[src/rtl/vga_sync_gen.sv]
// vga_sync_gen: VGA timing generator driven by a single pixel clock.
// Ports:
//   i_Clk           pixel clock
//   i_Rst_L         synchronous reset, active-low
//   i_Enable        pixel-clock enable; position advances only when high
//   o_HSync         horizontal sync (asserted level = SYNC_POLARITY)
//   o_VSync         vertical sync (asserted level = SYNC_POLARITY)
//   o_Active_Video  high while the current position is in the visible area
//   o_Col_Count     current column, 0..TOTAL_COLS-1
//   o_Row_Count     current row, 0..TOTAL_ROWS-1
//   o_Line_Start    one-cycle strobe on entering column 0
//   o_Frame_Start   one-cycle strobe on entering column 0 of row 0
// All outputs are registered together, so they always describe the same position.
module vga_sync_gen #(
   parameter int unsigned TOTAL_COLS    = 800,
   parameter int unsigned TOTAL_ROWS    = 525,
   parameter int unsigned ACTIVE_COLS   = 640,
   parameter int unsigned ACTIVE_ROWS   = 480,
   parameter int unsigned H_FRONT_PORCH = 16,
   parameter int unsigned H_SYNC_WIDTH  = 96,
   parameter int unsigned V_FRONT_PORCH = 10,
   parameter int unsigned V_SYNC_WIDTH  = 2,
   parameter bit          SYNC_POLARITY = 1'b0
) (
   input  logic       i_Clk,
   input  logic       i_Rst_L,
   input  logic       i_Enable,
   output logic       o_HSync,
   output logic       o_VSync,
   output logic       o_Active_Video,
   output logic [9:0] o_Col_Count,
   output logic [9:0] o_Row_Count,
   output logic       o_Line_Start,
   output logic       o_Frame_Start
);

   localparam int unsigned CW = 10;
   localparam int unsigned XW = 11;

   localparam int unsigned H_SYNC_START = ACTIVE_COLS + H_FRONT_PORCH;
   localparam int unsigned H_SYNC_END   = H_SYNC_START + H_SYNC_WIDTH;
   localparam int unsigned V_SYNC_START = ACTIVE_ROWS + V_FRONT_PORCH;
   localparam int unsigned V_SYNC_END   = V_SYNC_START + V_SYNC_WIDTH;

   logic [CW-1:0] col_q, col_d;
   logic [CW-1:0] row_q, row_d;
   logic          hsync_q, hsync_d;
   logic          vsync_q, vsync_d;
   logic          active_q, active_d;
   logic          line_start_q, line_start_d;
   logic          frame_start_q, frame_start_d;

   // Widened copies of the next position so parameter sums cannot overflow.
   logic [XW-1:0] col_x;
   logic [XW-1:0] row_x;

   // Next position and the outputs that describe it.
   always_comb begin
      col_d         = col_q;
      row_d         = row_q;
      hsync_d       = hsync_q;
      vsync_d       = vsync_q;
      active_d      = active_q;
      line_start_d  = 1'b0;
      frame_start_d = 1'b0;

      if (col_q == CW'(TOTAL_COLS - 1)) begin
         col_x = '0;
         row_x = (row_q == CW'(TOTAL_ROWS - 1)) ? '0 : XW'(row_q) + XW'(1);
      end else begin
         col_x = XW'(col_q) + XW'(1);
         row_x = XW'(row_q);
      end

      if (i_Enable) begin
         col_d         = CW'(col_x);
         row_d         = CW'(row_x);
         active_d      = (col_x < XW'(ACTIVE_COLS)) && (row_x < XW'(ACTIVE_ROWS));
         hsync_d       = ((col_x >= XW'(H_SYNC_START)) && (col_x < XW'(H_SYNC_END)))
                         ? SYNC_POLARITY : ~SYNC_POLARITY;
         vsync_d       = ((row_x >= XW'(V_SYNC_START)) && (row_x < XW'(V_SYNC_END)))
                         ? SYNC_POLARITY : ~SYNC_POLARITY;
         line_start_d  = (col_x == '0);
         frame_start_d = (col_x == '0) && (row_x == '0);
      end
   end

   // Reset parks the position on the last pixel so the first enabled edge lands on (0,0).
   always_ff @(posedge i_Clk) begin
      if (!i_Rst_L) begin
         col_q         <= CW'(TOTAL_COLS - 1);
         row_q         <= CW'(TOTAL_ROWS - 1);
         hsync_q       <= ~SYNC_POLARITY;
         vsync_q       <= ~SYNC_POLARITY;
         active_q      <= 1'b0;
         line_start_q  <= 1'b0;
         frame_start_q <= 1'b0;
      end else begin
         col_q         <= col_d;
         row_q         <= row_d;
         hsync_q       <= hsync_d;
         vsync_q       <= vsync_d;
         active_q      <= active_d;
         line_start_q  <= line_start_d;
         frame_start_q <= frame_start_d;
      end
   end

   assign o_HSync        = hsync_q;
   assign o_VSync        = vsync_q;
   assign o_Active_Video = active_q;
   assign o_Col_Count    = col_q;
   assign o_Row_Count    = row_q;
   assign o_Line_Start   = line_start_q;
   assign o_Frame_Start  = frame_start_q;

endmodule
[config.mk]
export PLATFORM = sky130hd
export DESIGN_NAME = vga_sync_gen
export DESIGN_NICKNAME = d
export VERILOG_FILES = /design/src/rtl/vga_sync_gen.sv
export SDC_FILE = /design/constraint.sdc
export NUM_CORES = 1
export LEC_CHECK = 0
export BUFFER_PORTS_ARGS = -buffer_cell sky130_fd_sc_hd__clkbuf_2
export CAP_MARGIN = 20
export CORE_ASPECT_RATIO = 1.1
export CORE_MARGIN = 4
export CORE_UTILIZATION = 40
export CTS_BUF_LIST = sky130_fd_sc_hd__clkbuf_8
export CTS_CLUSTER_DIAMETER = 100
export CTS_CLUSTER_SIZE = 16
export DETAILED_ROUTE_END_ITERATION = 16
export SKIP_LAST_GASP = 1
export SYNTH_ARGS = -nofsm -noshare
export SYNTH_HDL_FRONTEND = slang
export SYNTH_SLANG_ARGS = --single-unit
[constraint.sdc]
create_clock -name i_Clk -period 2.13 [get_ports i_Clk]
set_input_delay 0.213 -clock i_Clk [delete_from_list [all_inputs] [get_ports i_Clk]]
set_output_delay 0.213 -clock i_Clk [all_outputs]
set_load 0.03 [all_outputs]
==> metrics.cfg, run 1 <==
[grt]
grtUsageTotal=0.176
antenna_found_initial=0
grt-ovfl-total=0
grt_max_degree=25
grt_pass1_wl_um=8220
grt_pass1_vias=1685

[worst_setup_path]
reg2reg_slack_ns=0.04
critPathMaxFanout=6
cp_data_arrival_time_ns=2.29
cp_top_family=simple AND/OR/NAND/NOR gates
crit_path_cell_trace=nand3b_1, or3_4, or2_4, and3_4, o211a_1, a32oi_1
critPathBufInv=0
end_kind=register
slowest_stage=or3_4
required_ns=2.32
critPathKind=register to register
critPathMaxStageDelay_ns=0.50
cp-start-kind=register

[pwr]
p_sw_uw=547
peakVddDrop_v=0.000358
clkPwrFrac=0.210
pwr-share-seq=0.381
p_leak_uw=0.000960
p_sw_frac=0.385
power.density_mw_per_mm2=622
p_comb_frac=0.409
p_int_uw=872
p_total_uw=1420

[detailed_routing]
top_layer=met4
vias=1910
drt-total-wl_um=5190
ant_nets=0
route.met2.wl_um=2590
via_per_inst=5.79
met1_length_um=2250
dr.pass1.iters=4
drc=0
wl_per_cell_um=15.7
route.met3.wl_um=267
drt-initial-drc-count=143

[sta]
setup_viol=0
fmax_mhz=478
hold_viol=0
drv_slew=0
skew_ns=0.0113
fin_crit_sh=0.983
max-slew-margin-rel=0.708
worst_slew_pin_slew_ns=0.437
final.min_clock_period_ns=2.09

[synth]
ys_ff_latch=25
syn_area_mm2=0.00189
ys_types=62
synth_flop_cell=dfxtp_1
yosys_warnings=0
async_flop_share=0
yosysSeqAreaShare=0.264
synth_edf_count=0
avgSynthCellArea_um2=8.09
synthesis.nets=241
syn-instance-count=234

[clock_network]
cts_num_sinks=25
clockBufferDepth=2
root_buffer=clkbuf_8
ctsHtreeMaxLevel=1
clk_transition_reported_paths_ns=0.10
cts_buffers=3
cts_tree=yes
clk_latency_ns=0.27

[finish]
layout-drive-gt1-share=0.351
n_fill_cell=436
nNetsFinal=284
syn_to_final_growth_pct=20.6
layoutNonFillerInstCount=330
antenna_cells=0

[hold_path]
hold_class=input port to register

[floorplan]
fp.dieW_um=73.6
core_mm2=0.00444
die_y_um=80.2
ioPinCount=28
num_rows=25
die_area_mm2=0.00590
start_util=0.426

[placed_design]
portBuffers=27
hpwl_um=3710
placed_cells=322
gp_congestion=0.838

[status]
outcome=complete, no violations

[job]
maxCapViolations=0

## worst min-delay path: stages
cell and delay [ns]:
clkbuf_2 0.09, buf_4 0.20, o21ai_0 0.09
## layout make-up
| cell class | count | area, um^2 | area share |
|---|---|---|---|
| tap | 54 | 67.6 | 0.0296 |
| sequential | 25 | 523 | 0.229 |
| timing repair buffer | 58 | 368 | 0.161 |
| inverter | 10 | 37.5 | 0.0164 |
| clock buffer | 3 | 41.3 | 0.0181 |
| multi-input combinational | 179 | 1240 | 0.543 |
| clock inverter | 1 | 6.26 | 0.00274 |
## cells in the mapped netlist, types with 3 or more instances
master | instances | area [um^2]
nand3_1 | 11 | 55.1
o21ai_0 | 13 | 65.1
o211ai_1 | 6 | 45.0
nor2_1 | 14 | 52.6
nand4_1 | 3 | 18.8
nor3_1 | 6 | 30.0
clkbuf_8 | 5 | 68.8
and2_1 | 8 | 50.1
xor2_1 | 4 | 35.0
xnor2_1 | 8 | 70.1
clkbuf_1 | 8 | 30.0
inv_1 | 10 | 37.5
nor4_1 | 5 | 31.3
nor2b_1 | 3 | 18.8
and3_1 | 7 | 43.8
a21oi_1 | 7 | 35.0
a21boi_0 | 3 | 22.5
o21a_1 | 3 | 22.5
nand2_1 | 26 | 97.6
ha_1 | 4 | 50.1
buf_6 | 5 | 56.3
dfxtp_1 | 25 | 500
o31ai_1 | 4 | 30.0
## power by group through the flow
stage | logic [uW] | registers (uW) | clock network (uW)
6_report | 580 | 541 | 298
2_1_floorplan | 368 | 593 | 0
3_5_place_dp | 531 | 550 | 0
5_1_grt | 633 | 546 | 338
4_1_cts | 534 | 539 | 311
3_3_place_gp | 528 | 550 | 0
## through the flow
| stage | hold slack, ns | TNS [ns] | utilization | worst slack (ns) | area [um^2] |
|---|---|---|---|---|---|
| after CTS | 0.339 | 0 | 0.498 | 0.0287 | 2210 |
| after floorplan | 0.398 | -0.0195 | - | -0.0147 | 1940 |
| after global placement | 0.477 | 0 | 0.488 | 0.0684 | 2170 |
| after detailed placement | 0.483 | 0 | 0.488 | 0.0440 | 2170 |
| final | 0.352 | 0 | 0.514 | 0.0362 | 2280 |
| after global routing | 0.353 | -0.0114 | 0.514 | -0.00696 | 2280 |
## placed cells by master, fill, tap and decap left out, types with 3 or more instances in the layout
cell | Yosys | layout
buf_4 | 1 | 31
clkbuf_2 | 1 | 27
nand2_1 | 26 | 26
nor2_1 | 14 | 14
o21ai_0 | 13 | 13
dfxtp_1 | 25 | 13
nand3_1 | 11 | 11
inv_1 | 10 | 10
dfxtp_2 | 0 | 9
and2_1 | 8 | 8
xnor2_1 | 8 | 8
a21oi_1 | 7 | 7
o211ai_1 | 6 | 6
and3_1 | 7 | 5
nor3_1 | 6 | 5
nor4_1 | 5 | 4
xor2_1 | 4 | 4
o21a_1 | 3 | 3
nand4_1 | 3 | 3
a21boi_0 | 3 | 3
o31ai_1 | 4 | 3
nor2b_1 | 3 | 3
ha_1 | 4 | 3
clkbuf_8 | 5 | 3
dfxtp_4 | 0 | 3
## path summary, 6_finish.rpt
check	from	endpoint	cells after the start
min reg2reg	o_VSync	o_VSync	2
min	i_Rst_L	o_Col_Count[4]	3
max reg2reg	o_Col_Count[7]	o_VSync	6
max	o_Col_Count[7]	o_VSync	6
## logic make-up after synthesis
kind of cell | after synthesis | synth area share
AO/OA/AOI/OAI | 60 | 0.226
XOR/XNOR | 12 | 0.0555
adder cells (fa/ha/maj) | 5 | 0.0317
buffers and inverters | 31 | 0.119
flip-flops | 25 | 0.264
multiplexers | 1 | 0.00529
AND/OR/NAND/NOR | 100 | 0.298
## per-layer routing
| metal | up-vias | track usage |
|---|---|---|
| met2 | 63 | 0.305 |
| li1 | 935 | - |
| met5 | - | 0 |
| met4 | 0 | 0.0634 |
| met1 | 906 | 0.220 |
| met3 | 6 | 0.0188 |
## state kept, by name, indices dropped and copies added, names as in the netlist
| name | cells |
|---|---|
| o_Frame_Start | 1 |
| o_VSync | 1 |
| o_Row_Count | 10 |
| o_HSync | 1 |
| o_Line_Start | 1 |
| o_Active_Video | 1 |
| o_Col_Count | 10 |
## what timing repair did
| item | in CTS | in global routing |
|---|---|---|
| hold buffers | 0 | 0 |
| buffers inserted | 0 | 3 |
| resized for setup | 0 | 9 |
| endpoints found under the setup margin | 0 | 5 |
No activity file was read; power rests on OpenSTA's default activity.
==> inputs of run 2 (changes only) <==
- CELL_PAD_IN_SITES_DETAIL_PLACEMENT: not set -> 0
- CELL_PAD_IN_SITES_GLOBAL_PLACEMENT: not set -> 1
- PLACE_DENSITY_LB_ADDON: not set -> 0.1
==> run 2 against run 1 <==
  * Combinational power is 3% higher
  * Via count decreased by 1.7%
  * Sequential share of layout area fell by 0.35 points
  * Global-route usage is 0.85 points higher
  * Clock power is 2% higher
  * Cell area up 1.5%
  * Critical path type unchanged
  * Largest power group unchanged
==> metrics.cfg, run 2 (synthesis results as in run 1) <==
[sta]
fin_crit_sh=0.956
max-slew-margin-rel=0.731
fmax_mhz=491
hold_viol=0
skew_ns=0.00435
setup_viol=0
setup_slack_ns=0.0941
drv_slew=0
worst_slew_pin_slew_ns=0.404
whs_ns=0.332
final.min_clock_period_ns=2.04

[status]
outcome=complete, no violations

[grt]
grt_pass1_wl_um=8540
grt_max_degree=23
antenna_found_initial=0
grtUsageTotal=0.184
grt-ovfl-total=0
grt_pass1_vias=1819

[floorplan]
core_mm2=0.00444
die_area_mm2=0.00590
ioPinCount=28
start_util=0.426
fp.dieW_um=73.6
num_rows=25
die_y_um=80.2

[clock_network]
ctsHtreeMaxLevel=1
root_buffer=clkbuf_8
cts-hold-fix-buffers=0
clockBufferDepth=2
cts_tree=yes
cts_buffers=3
cts_num_sinks=25
clk_latency_ns=0.28
clk_transition_reported_paths_ns=0.10

[detailed_routing]
drt-initial-drc-count=145
drt-total-wl_um=5190
drc=0
vias=1877
ant_nets=0
wl_per_cell_um=15.5
via_per_inst=5.60
dr.pass1.iters=4

[placed_design]
gp_congestion=0.859
hpwl_um=3940
place_ws_ns=0.0345
portBuffers=27

[worst_setup_path]
cp_data_arrival_time_ns=2.22
cp-start-kind=register
required_ns=2.31
end_kind=register
critPathMaxFanout=12
critPathKind=register to register

[finish]
nNetsFinal=289
final_cell_mix=37 x buf_4, 27 x clkbuf_2, 26 x nand2_1, 14 x nor2_1
final_common_cell=buf_4
utilization=0.522
antenna_cells=0
layout-drive-gt1-share=0.363
syn_to_final_growth_pct=22.4

[pwr]
power.density_mw_per_mm2=614
p_leak_uw=0.000983
peakVddDrop_v=0.000340
p_total_uw=1420

[hold_path]
hold_class=input port to register

[job]
maxCapViolations=0

## run 2: changes by cell type in the layout (fill, tap and decap cells not counted), sizes merged
cell,before,now
buf,31,37
or3,3,2
## run 2: per-layer routing
metal  part of all wire  vias to the layer above  track usage
met4              0.014                        0       0.0743
met1               0.43                      898        0.211
met2               0.53                       29        0.333
li1                   -                      944            -
met5                  0                        -            0
met3              0.028                        6       0.0275
## run 2: worst paths after layout
check | startpoint | cells past startpoint | to | slack [ns]
worst max-delay path | o_Col_Count[0] | 7 | o_Active_Video | 0.09
worst min-delay path | i_Rst_L | 3 | o_Col_Count[1] | 0.33
worst min register to register | o_VSync | 2 | o_VSync | 0.47
worst max register to register | o_Col_Count[0] | 7 | o_Active_Video | 0.09
## run 2: area by class of cell
class                      count  area, um^2
multi-input combinational    178        1230
tap                           54        67.6
sequential                    25         523
timing repair buffer          64         413
clock inverter                 1        6.26
inverter                      10        37.5
fill                         455        2120
clock buffer                   3        41.3
## run 2: power breakdown
group          internal [uW]  switching (uW)  leakage, uW  total (uW)
combinational            248             350     0.000752         597
sequential               497            24.8     0.000205         522
clock                    134             170    0.0000260         304
## run 2: critical path, cell delays in order, from the launching register on
cell	delay, ns
dfxtp_4	0.37
ha_4	0.15
nand4_4	0.10
or3_4	0.46
nor3b_4	0.29
nor2_1	0.07
a311o_1	0.27
a32o_1	0.24
## run 2: what timing repair did
item | in CTS | in global routing
gates resized for setup | 1 | 8
endpoints found under the setup margin | 1 | 4
buffers inserted | 0 | 2
pin swaps | 0 | 2
## run 2: stage by stage
step           area [um^2]  std cells  TNS (ns)
4_1_cts               2270        333         0
3_5_place_dp          2220        329         0
3_3_place_gp          2220        329         0
2_1_floorplan         1940        234   -0.0195
5_1_grt               2320        335  -0.00156
6_report              2320        335         0
